==> src/rtl/mem_access_arbiter.sv <==
// rtl/mem_access_arbiter.sv - two-port round-robin sequencer in front of memory_access
module mem_access_arbiter #(
  parameter int ADDR_W  = 32,
  parameter int DATA_W  = 48,
  parameter int CTRL_W  = 3,
  parameter int LATENCY = 2
) (
  input  logic              CLK,
  input  logic              RESET_N,
  input  logic              REQ0,
  input  logic              REQ1,
  input  logic [CTRL_W-1:0] CTRL0,
  input  logic [CTRL_W-1:0] CTRL1,
  input  logic [ADDR_W-1:0] ADDR0,
  input  logic [ADDR_W-1:0] ADDR1,
  output logic              GNT0,
  output logic              GNT1,
  output logic              RVALID0,
  output logic              RVALID1,
  output logic [DATA_W-1:0] RDATA,
  output logic              MEM_ENABLE,
  output logic [CTRL_W-1:0] MEM_CTRL,
  output logic [ADDR_W-1:0] MEM_ADDRESS,
  input  logic [DATA_W-1:0] MEM_READ,
  output logic              BUSY
);

  localparam logic [1:0] S_IDLE  = 2'd0;
  localparam logic [1:0] S_ISSUE = 2'd1;
  localparam logic [1:0] S_WAIT  = 2'd2;
  localparam logic [1:0] S_RESP  = 2'd3;

  localparam logic [3:0] WAIT_LAST = 4'(LATENCY - 1);

  logic [1:0]        state;
  logic              owner;
  logic              last_owner;
  logic [3:0]        wait_cnt;
  logic [CTRL_W-1:0] lat_ctrl;
  logic [ADDR_W-1:0] lat_addr;
  logic [DATA_W-1:0] rdata_q;
  logic              pick;
  logic              in_issue;
  logic              in_wait;
  logic              in_resp;

  // On a tie the port that lost last time wins; a lone request always wins.
  assign pick = (REQ0 && REQ1) ? ~last_owner : REQ1;

  always_ff @(posedge CLK or negedge RESET_N) begin
    if (!RESET_N) begin
      state      <= S_IDLE;
      owner      <= 1'b0;
      last_owner <= 1'b1;
      wait_cnt   <= 4'd0;
      lat_ctrl   <= '0;
      lat_addr   <= '0;
      rdata_q    <= '0;
    end else begin
      case (state)
        S_IDLE: begin
          if (REQ0 || REQ1) begin
            owner      <= pick;
            last_owner <= pick;
            lat_ctrl   <= pick ? CTRL1 : CTRL0;
            lat_addr   <= pick ? ADDR1 : ADDR0;
            state      <= S_ISSUE;
          end
        end
        S_ISSUE: begin
          wait_cnt <= 4'd0;
          state    <= S_WAIT;
        end
        S_WAIT: begin
          if (wait_cnt == WAIT_LAST) begin
            rdata_q <= MEM_READ;
            state   <= S_RESP;
          end else begin
            wait_cnt <= wait_cnt + 4'd1;
          end
        end
        default: state <= S_IDLE;
      endcase
    end
  end

  // Outputs decode the registered state so an async reset clears them at once.
  assign in_issue = (state == S_ISSUE);
  assign in_wait  = (state == S_WAIT);
  assign in_resp  = (state == S_RESP);

  assign GNT0        = in_issue && !owner;
  assign GNT1        = in_issue && owner;
  assign RVALID0     = in_resp && !owner;
  assign RVALID1     = in_resp && owner;
  assign MEM_ENABLE  = in_issue || in_wait;
  assign MEM_CTRL    = MEM_ENABLE ? lat_ctrl : '0;
  assign MEM_ADDRESS = MEM_ENABLE ? lat_addr : '0;
  assign RDATA       = rdata_q;
  assign BUSY        = (state != S_IDLE);

endmodule
==> config.mk <==
export PLATFORM = sky130hd
export DESIGN_NAME = mem_access_arbiter
export DESIGN_NICKNAME = d
export VERILOG_FILES = /design/src/rtl/mem_access_arbiter.sv
export SDC_FILE = /design/constraint.sdc
export NUM_CORES = 1
export LEC_CHECK = 0
export BUFFER_PORTS_ARGS = -buffer_cell sky130_fd_sc_hd__buf_2
export CAP_MARGIN = 20
export CORE_MARGIN = 1.5
export CORE_UTILIZATION = 45
export DETAILED_ROUTE_END_ITERATION = 16
export PLACE_DENSITY_LB_ADDON = 0.08
export SLEW_MARGIN = 20
export SYNTH_ARGS = -nofsm -noshare
export SYNTH_HDL_FRONTEND = slang
export SYNTH_SLANG_ARGS = --single-unit
==> constraint.sdc <==
create_clock -name CLK -period 3.8 [get_ports CLK]
set_clock_uncertainty 0.1 [all_clocks]
set_input_delay 1.14 -clock CLK [delete_from_list [all_inputs] [get_ports CLK]]
set_output_delay 1.14 -clock CLK [all_outputs]
set_load 0.02 [all_outputs]
==> flow_summary_export.csv <==
group,metric,value,unit
outcome,outcome,"complete, no violations",
route,wl_met3,642,microns
route,drc,0,
cts,postCtsResizedCells,0,
placed_design,placed_cells,646,
yosys,synth_mux_area_frac,0.236,
global_route,grt_overflow_total,0,
floorplan,start_util,0.460,
timing,finalSetupTns,0,ns
layout,final_core_util,0.601,
worst_setup_path,cp.arrival,2.23,ns
global_route,grt_pass1_wl,14.8,mm
yosys,seq_area_frac_synth,0.538,
yosys,yosys_warnings,0,
timing,finalMaxSlewViolations,0,
cts,cts.path.max_buffers,2,
worst_setup_path,required,2.56,ns
timing,max_freq,288,MHz
worst_setup_path,path_class,"reg -> out",
yosys,synth_top_family_by_area,"multiplexers",
yosys,ys_ff_latch,91,
worst_setup_path,crit_fanout,37,
timing,setup_viol,0,
route,highest_layer,"met4",
min_path,hold_path.class,"reg -> reg",
placed_design,port_buffers,210,
layout,area_delta_synth_final,30.5,%
power_and_ir_drop,peakVddDrop,0.000448,V
floorplan,coreArea,0.00920,sq mm
route,drtPass1Iterations,4,
floorplan,io_pins,211,
power_and_ir_drop,finalPower,0.00492,W
placed_design,hpwlAfterDp,6.73,mm
layout,fillers,819,
cts,htreeDepth,3,
global_route,grt_antenna_before_repair,0,
route,drt_wl_total,9.25,mm
cts,clk_pin_slew,0.09,ns
route,wl_met2,4.42,mm
yosys,syn_area_per_cell,12.4,sq um
global_route,track_usage,0.190,
cts,post_cts.repair.setup_buffers,0,
layout,layout.cells.most_common,"buf_2",
flow_run,cap_viol_max_count,0,
timing,finalCritPeriodShare,0.914,
placed_design,place_congestion,0.787,
yosys,synth_xor_area_frac,0,
cts,clk-insertion-delay-late,0.37,ns
timing,tightest_slew,0.959,ns
route,wl_per_cell,14.0,microns
worst_setup_path,startpoint_type,"register",
floorplan,die_h,100,microns
route,antenna_left,0,
cts,cts_buffers,9,
cts,cts_tree,"done",
yosys,synth_area_leaders,"dfrtp_1 53%, mux2i_1 8.5%, mux2_2 8.0%, mux2_4 7.1%, and2_1 5.5%",
yosys,synth_nets,470,
layout,multi_input_area,0.00181,sq mm
yosys,synth_fa_ha_area_frac,0.0207,
floorplan,die_w,100,microns
floorplan,die_area,0.0100,sq mm
route,drt-met1-wl,4.02,mm
timing,hold_violations,0,
layout,nets,675,
yosys,synth_compound_area_frac,0.0632,
global_route,grt_start_max_net_pins,58,
yosys,synth_top_area_cell,"dfrtp_1",
layout,diodes,0,
layout,seq_area,0.00228,sq mm
yosys,synth_top_area_frac,0.532,
timing,slew_headroom,0.361,
yosys,syn_area,0.00423,sq mm
yosys,syn_inst,341,
yosys,synthSimpleGateAreaFrac,0.104,
layout,mostFrequentLayoutCells,"209 x buf_2, 90 x dfrtp_1, 37 x and2_1, 37 x nand2_1, 37 x o21ai_0",
layout,finalNonFillerCells,662,
route,vias,3223,
power_and_ir_drop,p_leak,2.95,nW
route,drt-initial-drc-count,61,
yosys,synth_cell_types,30,
timing,finalCriticalPeriod,3.47,ns
floorplan,rows,35,
cts,cts-root-buf,"clkbuf_8",
power_and_ir_drop,powerDensity,890,mW/mm^2
worst_setup_path,endpoint_kind,"output pin",
cts,clock_sinks,91,
route,post_drt_via_cell_ratio,4.87,
global_route,grt_pass1_vias,3110,
cts,cts_hold_buffers,0,
layout,drive_gt1_frac,0.515,
timing,rsz0062_at_grt,"no",
-- cells in the mapped netlist (all sizes together) --
cell type   n
and2       38
mux2       50
nand2b      1
nor2        3
o31ai       1
nand2      37
nor3b       2
o32ai       1
a31oi       2
inv         5
a21oi       1
dfrtp      90
clkbuf     10
a21boi      1
o41ai       1
dfstp       1
nand3       1
ha          7
o32a        1
a21o        1
mux2i      36
o21ai      38
nor2b       3
a21bo       1
buf         9
-- final timing paths --
| kind | from | depth (start not counted) | slack (ns) | to |
|---|---|---|---|---|
| max in group asynchronous | RESET_N | 2 | 2.15 | last_owner |
| max | state[1] | 4 | 0.33 | MEM_ADDRESS[31] |
| min | lat_addr[6] | 2 | 0.38 | lat_addr[6] |
| max reg2reg | wait_cnt[1] | 5 | 1.58 | RDATA[2] |
| min reg2reg | lat_addr[6] | 2 | 0.38 | lat_addr[6] |
| min in group asynchronous | RESET_N | 1 | 0.72 | RDATA[46] |
-- sequential cells by signal, summed over array words and instances (netlist names) --
signal	flops
last_owner	1
lat_ctrl	3
wait_cnt	4
lat_addr	32
state	2
RDATA	48
owner	1
-- power by group --
group	total [W]	switching [W]	internal, W
combinational	0.00260	0.00150	0.00110
clock	0.000618	0.000358	0.000260
sequential	0.00170	0.000244	0.00145
-- metal layers --
layer / vias up / GRT usage
met5: - / 0
met4: 0 / 0.0780
met3: 13 / 0.0501
met2: 133 / 0.311
met1: 1501 / 0.240
li1: 1576 / -
-- cell type report --
cell class / count / share of cell area
multi-input combinational: 226 / 0.327
sequential: 91 / 0.412
clock buffer: 10 / 0.0249
timing repair buffer: 213 / 0.199
clock inverter: 6 / 0.00838
tap: 111 / 0.0251
inverter: 5 / 0.00340
-- stage by stage --
step	hold WS, ns	cell area [sq um]	setup slack (ns)
2_1_floorplan	0.342	4230	1.16
3_3_place_gp	0.353	5340	0.830
3_5_place_dp	0.362	5340	0.710
4_1_cts	0.382	5530	0.275
5_1_grt	0.413	5530	0.109
6_report	0.377	5530	0.326
-- kinds of logic after synthesis --
logic type                 count (synthesis)
AOI/OAI and AO/OA                         48
buffers and inverters                     24
and+or+nand+nor                           85
DFF                                       91
muxes                                     86
adders and majority gates                  7
-- critical path, cell delays in order, from the launching register on --
cell	delay (ns)
dfrtp_1	0.43
inv_1	0.08
ha_1	0.92
and2_1	0.26
buf_2	0.17
No activity file was read; power rests on OpenSTA's default activity.
